$ cat src/rtl/if_fetch_stage.sv
// Instruction-fetch stage: a single-outstanding word fetcher feeding the IF/ID register, with
// stall buffering and decode redirects. Define IF_DELAY_SLOT_EN to deliver the delay-slot word.
module if_fetch_stage #(
  parameter logic [31:0] RESET_PC = 32'h0000_0000
) (
  input  logic        clk,
  input  logic        rst,
  input  logic        ID_Stall,
  input  logic        ID_PCSrc,
  input  logic [31:0] ID_PCBranch,
  output logic        imem_req,
  output logic [31:0] imem_addr,
  input  logic        imem_ready,
  input  logic [31:0] imem_rdata,
  output logic [31:0] IF_ID_Ins,
  output logic [31:0] IF_ID_PC_P1,
  output logic        IF_ID_Valid,
  output logic [1:0]  dbg_state
);

`ifdef IF_DELAY_SLOT_EN
  localparam bit DelaySlotEn = 1'b1;
`else
  localparam bit DelaySlotEn = 1'b0;
`endif

  typedef enum logic [1:0] {IDLE = 2'd0, WAIT = 2'd1, FULL = 2'd2, DRAIN = 2'd3} state_t;

  state_t      state_q, state_d;
  logic [31:0] pc_q, pc_d;
  logic [31:0] ins_q, ins_d;
  logic [31:0] p1_q, p1_d;
  logic        valid_q, valid_d;
  logic        pend_q, pend_d;
  logic [31:0] tgt_q, tgt_d;
  logic [31:0] buf_ins_q, buf_ins_d;
  logic [31:0] buf_p1_q, buf_p1_d;
  logic        redir_ok;
  logic [31:0] pc_inc;

  // Handshake: imem_req/imem_addr are held from the first request cycle until the cycle
  // imem_ready=1; a word transfers on the rising edge where both imem_req and imem_ready are high.
  assign imem_req    = (state_q == WAIT) || (state_q == DRAIN);
  assign imem_addr   = pc_q;
  assign IF_ID_Ins   = ins_q;
  assign IF_ID_PC_P1 = p1_q;
  assign IF_ID_Valid = valid_q;
  assign dbg_state   = state_q;

  assign pc_inc   = pc_q + 32'd1;
  assign redir_ok = ID_PCSrc && !ID_Stall && valid_q && !pend_q;

  always_comb begin
    state_d   = state_q;
    pc_d      = pc_q;
    ins_d     = ins_q;
    p1_d      = p1_q;
    valid_d   = valid_q;
    pend_d    = pend_q;
    tgt_d     = tgt_q;
    buf_ins_d = buf_ins_q;
    buf_p1_d  = buf_p1_q;
    if (redir_ok) tgt_d = ID_PCBranch;
    case (state_q)
      IDLE: state_d = WAIT;
      WAIT: begin
        if (ID_Stall) begin
          if (imem_ready) begin
            buf_ins_d = imem_rdata;
            buf_p1_d  = pc_inc;
            state_d   = FULL;
          end
        end else if (imem_ready) begin
          if (redir_ok) begin
            // The word completing now is the delay slot of the redirecting instruction.
            if (DelaySlotEn) begin
              ins_d   = imem_rdata;
              p1_d    = pc_inc;
              valid_d = 1'b1;
            end else begin
              ins_d   = 32'h0;
              valid_d = 1'b0;
            end
            pc_d = ID_PCBranch;
          end else begin
            ins_d   = imem_rdata;
            p1_d    = pc_inc;
            valid_d = 1'b1;
            pc_d    = pc_inc;
          end
        end else begin
          ins_d   = 32'h0;
          valid_d = 1'b0;
          if (redir_ok) begin
            pend_d  = 1'b1;
            state_d = DRAIN;
          end
        end
      end
      DRAIN: begin
        if (imem_ready) begin
          if (ID_Stall && DelaySlotEn) begin
            // Delay slot must wait out the stall; FULL finishes the redirect.
            buf_ins_d = imem_rdata;
            buf_p1_d  = pc_inc;
            state_d   = FULL;
          end else begin
            if (!ID_Stall) begin
              if (DelaySlotEn) begin
                ins_d   = imem_rdata;
                p1_d    = pc_inc;
                valid_d = 1'b1;
              end else begin
                ins_d   = 32'h0;
                valid_d = 1'b0;
              end
            end
            pc_d    = tgt_q;
            pend_d  = 1'b0;
            state_d = WAIT;
          end
        end else if (!ID_Stall) begin
          ins_d   = 32'h0;
          valid_d = 1'b0;
        end
      end
      FULL: begin
        if (!ID_Stall) begin
          state_d = WAIT;
          if (pend_q) begin
            ins_d   = buf_ins_q;
            p1_d    = buf_p1_q;
            valid_d = 1'b1;
            pc_d    = tgt_q;
            pend_d  = 1'b0;
          end else if (redir_ok) begin
            if (DelaySlotEn) begin
              ins_d   = buf_ins_q;
              p1_d    = buf_p1_q;
              valid_d = 1'b1;
            end else begin
              ins_d   = 32'h0;
              valid_d = 1'b0;
            end
            pc_d = ID_PCBranch;
          end else begin
            ins_d   = buf_ins_q;
            p1_d    = buf_p1_q;
            valid_d = 1'b1;
            pc_d    = pc_inc;
          end
        end
      end
      default: state_d = IDLE;
    endcase
  end

  always_ff @(posedge clk or posedge rst) begin
    if (rst) begin
      state_q   <= IDLE;
      pc_q      <= RESET_PC;
      ins_q     <= 32'h0;
      p1_q      <= RESET_PC;
      valid_q   <= 1'b0;
      pend_q    <= 1'b0;
      tgt_q     <= 32'h0;
      buf_ins_q <= 32'h0;
      buf_p1_q  <= 32'h0;
    end else begin
      state_q   <= state_d;
      pc_q      <= pc_d;
      ins_q     <= ins_d;
      p1_q      <= p1_d;
      valid_q   <= valid_d;
      pend_q    <= pend_d;
      tgt_q     <= tgt_d;
      buf_ins_q <= buf_ins_d;
      buf_p1_q  <= buf_p1_d;
    end
  end

endmodule

$ cat config.mk
export PLATFORM = sky130hd
export DESIGN_NAME = if_fetch_stage
export DESIGN_NICKNAME = d
export VERILOG_FILES = /design/src/rtl/if_fetch_stage.sv
export SDC_FILE = /design/constraint.sdc
export NUM_CORES = 1
export LEC_CHECK = 0
export CORE_MARGIN = 3
export CORE_UTILIZATION = 53
export CTS_CLUSTER_SIZE = 24
export DETAILED_ROUTE_END_ITERATION = 12
export PLACE_DENSITY_LB_ADDON = 0.15
export REMOVE_ABC_BUFFERS = 1
export SLEW_MARGIN = 20
export SYNTH_ARGS = -nofsm -noshare
export SYNTH_HDL_FRONTEND = slang
export SYNTH_SLANG_ARGS = --single-unit
$ cat constraint.sdc
create_clock -name clk -period 10.75 [get_ports clk]
set_clock_uncertainty 0.15 [all_clocks]
set_input_delay 3.225 -clock clk [delete_from_list [all_inputs] [get_ports clk]]
set_output_delay 3.225 -clock clk [all_outputs]
set_load 0.02 [all_outputs]
**Yosys cells after proc, flatten, opt, wreduce, memory -nomap -nowiden**

Cells that the tools add are included.

- Output and inout bits: 100
- Bits in registers: 196
- Word-level logic and storage cells: 81
- Input bits: 69

- Equal/unequal tests: 15
- Multiplexer cells: 41
- $add $sub $neg: 1
- Reduce and logical (&&, ||, !) cells: 15

Operators with widths:

| cell | count |
|---|---|
| two-way mux 32 bit | 19 |
| one-hot mux 32 bit (3 select lines) | 2 |
| one-hot mux 32 bit (2 select lines) | 1 |
| adder 32 x 1 -> 32 bit (second input constant) | 1 |
| inequality test 2 bit (second input constant) | 8 |
| two-way mux 2 bit | 6 |
| inequality test 3 bit (second input constant) | 4 |
| AND reduction 6 bit | 2 |
| two-way mux 1 bit | 10 |
| AND reduction 5 bit | 2 |
| one-hot mux 2 bit (4 select lines) | 1 |
| one-hot mux 1 bit (3 select lines) | 2 |
| equality test 2 bit (second input constant) | 2 |
| AND reduction 4 bit | 1 |
| logical AND 1 bit | 3 |
| AND reduction 3 bit | 1 |
| nonzero test 3 bit | 1 |
| equality test 2 x 1 -> 1 bit (second input constant) | 1 |
| logical NOT 1 bit | 2 |
| logical NOT 2 bit | 1 |
| nonzero test 2 bit | 1 |
| logical OR 1 bit | 1 |

**Depth between registers and ports, before layout**

Gate-level depths: netlist (run 1).

- Depth after elaboration: 8
- Depth in mapped cells: 8
- Mapped depth without buffers: 6

**Worst setup path before layout (run 1)**

OpenSTA, ideal clock, no wires.

- Path type: input -> register
- Start point: input imem_ready
- End point: register buf_ins_q[3]
- Required time: 10475 ps
- Arrival: 4618 ps
- Library setup time: 125 ps
- Stages: 6
- Setup slack: 5858 ps
- Path buffers: 3
- Cells stage by stage: and3b_1 clkbuf_1 nand2_1 buf_1 buf_1 mux2_2

- Longest elaborated chain between the ends: 1

Ends and longest elaborated chain:

| item | RTL line | source |
|---|---|---|
| start, declared | 13 | `input logic imem_ready,` |
| AND reduction 3 bit (no line) | n/a |  |
| end signal, assigned | 177 | `buf_ins_q <= buf_ins_d;` |
| end, declared | 36 | `logic [31:0] buf_ins_q, buf_ins_d;` |

Every way passes these cells.
A chain may end at the register's enable or synchronous reset.

**Worst setup path after layout (run 1)**

- Start point: input ID_Stall
- End point: register p1_q[17], in the netlist IF_ID_PC_P1[17]

- Longest elaborated chain between the ends: 6
- Elaborated cells between the ends (all ways): 9
- Those cells by class: eq/ne (4); reduce/logical (5)

Ends and longest elaborated chain:

| item | RTL line | source |
|---|---|---|
| start, declared | 8 | `input logic ID_Stall,` |
| logical NOT 1 bit | n/a |  |
| logical AND 1 bit (3 in series) | 51 | `assign redir_ok = ID_PCSrc && !ID_Stall && valid_q && !pend_q;` |
| inequality test 3 bit (no line) / inequality test 2 bit (equally long branches) | n/a |  |
| AND reduction 6 bit (no line) (*) | n/a |  |
| end signal, assigned | 173 | `p1_q <= p1_d;` |
| end, declared | 32 | `logic [31:0] p1_q, p1_d;` |

Every way passes the cells marked *; elsewhere a longest branch is shown, timed or not.

==> metrics.cfg, run 1 <==
[outcome]
outcome=completed

[die]
die-width_um=137
core_area_um2=16600
die_y_um=137
boundaryPins=169
rows=47
initial_core_util=0.545
dieArea_um2=18700

[global_routing]
grt_max_degree=137
grt_pass1_wl_um=37600
grt.overflow.total=0
grt_usage=0.254
grt_pass1_vias=7257
antenna_found_initial=0

[sta]
worst_pin_slew_ns=0.951
finalCritPeriodShare=0.578
setup_viol=0
fmax_mhz=161
slew_violations=0
rsz0062_at_grt=false
layout_min_cycle_time_ns=6.21
slew_headroom=0.361
tns_ns=0
finalHoldViolCount=0

[clock_tree]
cts_tree=done
clockRootBuffer=clkbuf_16
htree_levels=4
postCtsHoldBufs=0
cts_resized=0
cts_setup_buffers=0
cts.sinks=196
clk_latency_ns=0.43
numCtsBuffers=17
max-clock-path-buffers=2
clk_pin_slew_ns=0.06

[power_and_ir_drop]
irDropWorstVdd_mv=0.147
p_per_area_nw_per_um2=273
power.leakage_uw=0.00493

[route]
detail_route.wl_per_cell_um=17.6
ant_nets=0
firstDrtPassIters=8
vias=7696
drt_iter0_markers=446
drt_wl_total_um=23600
drc=0
viasPerCell=5.74

[setup_path]
cp-startpoint=ID_Stall
crit_buf_inv=2
critPathSlowestCell=o211a_1
crit_type=input pin to register
regToRegStartpoint=pend_q
ff2ff_setup_slack_ns=7.49
crit_path_max_incr_delay_ns=0.83
required_ns=10.90
end_kind=register
path_cells=clkdlybuf4s50_1 -> nand4bb_2 -> buf_4 -> o211a_1 -> nand2_1 -> a221oi_1 -> nor3_1
worstSetupStartpointType=input pin
crit_arrival_ns=6.37
cp.depth=7
reg2regPathDepth=6
worstReg2RegEnd=IF_ID_PC_P1[17]
cp_top_family=compound AO/OA/AOI/OAI gates
endpoint=IF_ID_PC_P1[17]
critPathMaxFanout=54

[yosys]
synth-edff-count=0
ys_ff_latch=196
async_flop_share=1.00
synth.cell_area_um2=9070
synth_cells=974
ys_warn_count=0
yosysTopAreaCellShare=0.540
seq_area_frac_synth=0.540
yosys.cell_types.count=54
synth_top_cell_by_area=dfrtp_1
synth_area_per_cell_um2=9.32
synth_area_leaders=dfrtp_1, nand2_1, o21ai_0, mux2_2, a22oi_1
ys.flop_type=dfrtp_1

[layout]
fin_util=0.695
drive_gt1_frac=0.0883
area_delta_synth_final_pct=27.5
finalNetCount=1178
antenna_cells=0
stdcell_count=1341
fillers=1322

[run]
maxCapViolations=0

[placed_design]
dp.cells=1309
port_buffers=168
place.gp.congestion=0.818
dp_hpwl_um=15500

[worst_hold_path]
worstHoldPathType=register to register

per-stage QoR:
stage          total power [uW]  area [um^2]  hold slack, ns  setup WS (ns)
6_report                   3150        11600           0.324           4.54
5_1_grt                    3350        11600           0.342           4.31
4_1_cts                    3160        11600           0.328           4.58
3_5_place_dp               2480        10900           0.312           4.13
3_3_place_gp               2440        10900           0.302           4.21
2_1_floorplan              1940         8820           0.291           1.76
state kept, by name (all words and copies together), names as in the netlist:
signal / count
IF_ID_Ins: 32
IF_ID_Valid: 1
tgt_q: 32
pend_q: 1
imem_addr: 32
buf_ins_q: 32
IF_ID_PC_P1: 32
dbg_state: 2
buf_p1_q: 32
kinds of logic after synthesis:
| kind of cell | count (synthesis) | share of synthesized area |
|---|---|---|
| AO/OA/AOI/OAI | 261 | 0.175 |
| flip-flops | 196 | 0.540 |
| adder cells (fa/ha/maj) | 1 | 0.00138 |
| AND/OR/NAND/NOR | 375 | 0.178 |
| XOR/XNOR | 22 | 0.0212 |
| buffers and inverters | 77 | 0.0321 |
| multiplexers | 42 | 0.0521 |
routing by layer:
metal  track usage  vias up  wire [um]
met5             0        -          0
met1         0.360     3659      10500
met4        0.0843        0        376
li1              -     3696          -
met3        0.0438       27       1750
met2         0.401      314      10900
worst min path at each step:
stage / end / start / depth (start not counted)
2_1_floorplan: buf_p1_q[21] / buf_p1_q[21] / 2
3_3_place_gp: buf_p1_q[21] / buf_p1_q[21] / 2
3_5_place_dp: tgt_q[9] / tgt_q[9] / 2
4_1_cts: buf_p1_q[15] / buf_p1_q[15] / 2
5_1_grt: tgt_q[22] / tgt_q[22] / 2
6_report: buf_p1_q[15] / buf_p1_q[15] / 2
worst reg2reg max path, delay by kind of cell (launching register included):
kind / cells / cell delay (ns)
compound gates: 2 / 1.21
simple gates: 3 / 0.82
flops: 1 / 0.49
buf+inv: 1 / 0.47
area by class of cell:
| cell class | instances | area (um^2) | share of cell area |
|---|---|---|---|
| Sequential cell | 196 | 4900 | 0.424 |
| Timing Repair Buffer | 182 | 1790 | 0.154 |
| Clock buffer | 23 | 478 | 0.0413 |
| Tap cell | 220 | 275 | 0.0238 |
| Clock inverter | 9 | 150 | 0.0130 |
| Inverter | 10 | 45.0 | 0.00389 |
| Multi-Input combinational cell | 701 | 3930 | 0.340 |
synthesized netlist by cell type, types with 2 or more instances:
cell       number
o22ai_1        11
dfrtp_1       196
a22oi_1        32
nand2_1       223
clkbuf_1       56
a31o_2          2
and2_1          2
o211ai_1        3
and4_1          4
o22a_1          3
mux2_2         42
xor2_1         19
or4_1           3
o2bb2ai_1       2
o31a_1          2
nor2_1         64
o21a_1          5
o31ai_1         9
o311ai_0        4
and3_1          8
xnor2_1         3
nor3_1         23
nand4_1        10
a41oi_1         2
nand3_1        18
o221ai_1        6
nor2b_1         2
inv_1          10
nor3b_1         2
a32oi_1         6
a21o_1          2
a31oi_1         7
o21ai_0       113
a21boi_0        2
buf_1           9
a21oi_1        43
nand2b_1        3
nor4_1          5
or3_1           3
cell usage in the layout, fill, tap and decap left out, types with 4 or more instances in the layout:
master	synthesis	final
a21oi_1	43	43
a22oi_1	32	32
a31oi_1	7	7
a32oi_1	6	6
and3_1	8	8
and4_1	4	4
buf_4	0	14
bufinv_16	0	4
clkbuf_16	0	17
clkdlybuf4s50_1	0	168
dfrtp_1	196	196
inv_1	10	9
mux2_2	42	42
nand2_1	223	222
nand3_1	18	18
nand4_1	10	10
nor2_1	64	62
nor3_1	23	23
nor4_1	5	5
o21a_1	5	5
o21ai_0	113	112
o221ai_1	6	6
o22ai_1	11	11
o311ai_0	4	4
o31ai_1	9	9
xor2_1	19	19
where the power goes:
part           internal (uW)  leakage (uW)  switching [uW]
sequential              1040       0.00236             256
combinational            531       0.00227             650
clock                    407      0.000303             268
total                   1980       0.00493            1170
Note: power is estimated with default switching activity, not from simulation.
==> inputs of run 2 (changes only) <==
==> constraint.sdc (replaced) <==
create_clock -name clk -period 6.17 [get_ports clk]
set_clock_uncertainty 0.15 [all_clocks]
set_input_delay 1.851 -clock clk [delete_from_list [all_inputs] [get_ports clk]]
set_output_delay 1.851 -clock clk [all_outputs]
set_load 0.02 [all_outputs]
==> metrics.cfg, run 2 (synthesis gave the netlist of run 1 again) <==
[outcome]
outcome=completed  ; unchanged

[sta]
setup_viol=0  ; unchanged
slew_violations=0  ; unchanged
layout_min_cycle_time_ns=4.08
slew_headroom=0.341  ; was 0.361
setup_ws_ns=2.09  ; was 4.54 ns
fmax_mhz=245
worst_pin_slew_ns=0.980  ; was 0.951 ns
finalHoldViolCount=0  ; unchanged
holdWs_ns=0.324  ; about the same
finalCritPeriodShare=0.661
rsz0062_at_grt=false  ; unchanged

[run]
maxCapViolations=0  ; unchanged

[layout]
area_delta_synth_final_pct=27.4  ; was 27.5%
fin_util=0.695  ; about the same
finalNetCount=1183  ; was 1178
layout_commonest_cell=nand2_1  ; unchanged
drive_gt1_frac=0.0933  ; was 0.0883
antenna_cells=0  ; unchanged
final_cell_mix=nand2_1, dfrtp_1, clkdlybuf4s50_1  ; unchanged
fin_area_um2=11600  ; about the same

[setup_path]
crit_type=input pin to register  ; unchanged
critPathSlowestCell=clkdlybuf4s50_1  ; was o211a_1
crit_path_max_incr_delay_ns=0.57  ; was 0.83 ns
end_kind=register  ; unchanged
worstSetupStartpointType=input pin  ; unchanged
crit_arrival_ns=4.21  ; was 6.37 ns
critPathMaxFanout=32  ; was 54
path_cells=clkdlybuf4s50_1 -> nor4bb_4 -> buf_4 -> buf_4 -> nor3b_2 -> buf_4 -> a22oi_1 -> o21ai_0  ; was clkdlybuf4s50_1 -> nand4bb_2 -> buf_4 -> o211a_1 -> nand2_1 -> a221oi_1 -> nor3_1
path_common_cell=buf_4
required_ns=6.30  ; was 10.90 ns

[clock_tree]
clockRootBuffer=clkbuf_16  ; unchanged
max-clock-path-buffers=2  ; unchanged
clk_latency_ns=0.43  ; about the same
htree_levels=4  ; unchanged
cts.sinks=196  ; unchanged
postCtsHoldBufs=0  ; unchanged
cts_setup_buffers=0  ; unchanged
cts_resized=0  ; unchanged
cts_tree=done  ; unchanged
clk_pin_slew_ns=0.07  ; was 0.06 ns
numCtsBuffers=17  ; unchanged

[route]
firstDrtPassIters=5  ; was 8
drt_iter0_markers=546  ; was 446
drc=0  ; unchanged
detail_route.wl_per_cell_um=17.6  ; about the same
vias=7810  ; was 7696
viasPerCell=5.80  ; was 5.74
drt_wl_total_um=23700  ; was 23600 um
ant_nets=0  ; unchanged

[global_routing]
grt_pass1_vias=7235  ; was 7257
grt_usage=0.257  ; was 0.254
grt.overflow.total=0  ; unchanged
grt_pass1_wl_um=38100  ; was 37600 um
grt_max_degree=137  ; unchanged
antenna_found_initial=0  ; unchanged

[die]
die-width_um=137  ; unchanged
dieArea_um2=18700  ; unchanged
boundaryPins=169  ; unchanged
rows=47  ; unchanged
initial_core_util=0.545  ; unchanged
die_y_um=137  ; unchanged
core_area_um2=16600  ; unchanged

[placed_design]
placed_cell_area_um2=11000  ; was 10900 um^2
place.gp.congestion=0.850  ; was 0.818
dpl_worst_slack_ns=1.69  ; was 4.13 ns
dp_hpwl_um=15900  ; was 15500 um
port_buffers=168  ; unchanged

[worst_hold_path]
worstHoldPathType=register to register  ; unchanged

[power_and_ir_drop]
irDropWorstVdd_mv=0.249  ; was 0.147 mV
power.leakage_uw=0.00493  ; about the same
p_per_area_nw_per_um2=466  ; was 273 nW/um^2

## run 2: cell type report
| class | count | area, um^2 |
|---|---|---|
| clock buffer | 21 | 470 |
| clock inverter | 11 | 103 |
| fill | 1291 | 5080 |
| inverter | 10 | 45.0 |
| multi-input combinational | 701 | 3930 |
| sequential | 196 | 4900 |
| tap | 220 | 275 |
| timing repair buffer | 187 | 1840 |
## run 2: path summary, 6_finish.rpt
path	end	start	cells after the start	slack, ns
max reg2reg	IF_ID_PC_P1[27]	imem_addr[0]	5	3.35
min	buf_p1_q[12]	buf_p1_q[12]	2	0.32
max in group asynchronous	tgt_q[12]	rst	3	3.11
min reg2reg	buf_p1_q[12]	buf_p1_q[12]	2	0.32
min in group asynchronous	IF_ID_Ins[17]	rst	2	1.88
max	IF_ID_Ins[2]	ID_Stall	8	2.09
## run 2: layer usage
metal / GRT usage / part of all wire / wire [um]
met3: 0.0522 / 0.080 / 1900
met4: 0.0676 / 0.015 / 353
met2: 0.400 / 0.46 / 10800
met5: 0 / 0 / 0
met1: 0.372 / 0.45 / 10600
## run 2: critical path: cells and delay by family
family                 cells  cell delay [ns]
AO/OA/AOI/OAI              2             0.31
buffers and inverters      4             1.55
AND/OR/NAND/NOR            2             0.47
## run 2: metrics by stage
step / TNS, ns / total power (uW) / instances
CTS: 0 / 5410 / 1346
finish: 0 / 5390 / 1346
detailed placement: 0 / 4330 / 1314
floorplan: -288.73 / 3370 / 907
global placement: 0 / 4260 / 1314
global route: 0 / 5730 / 1346
## run 2: power by group
part	switching, uW	internal, uW
sequential	443	1810
clock	483	590
combinational	1130	933
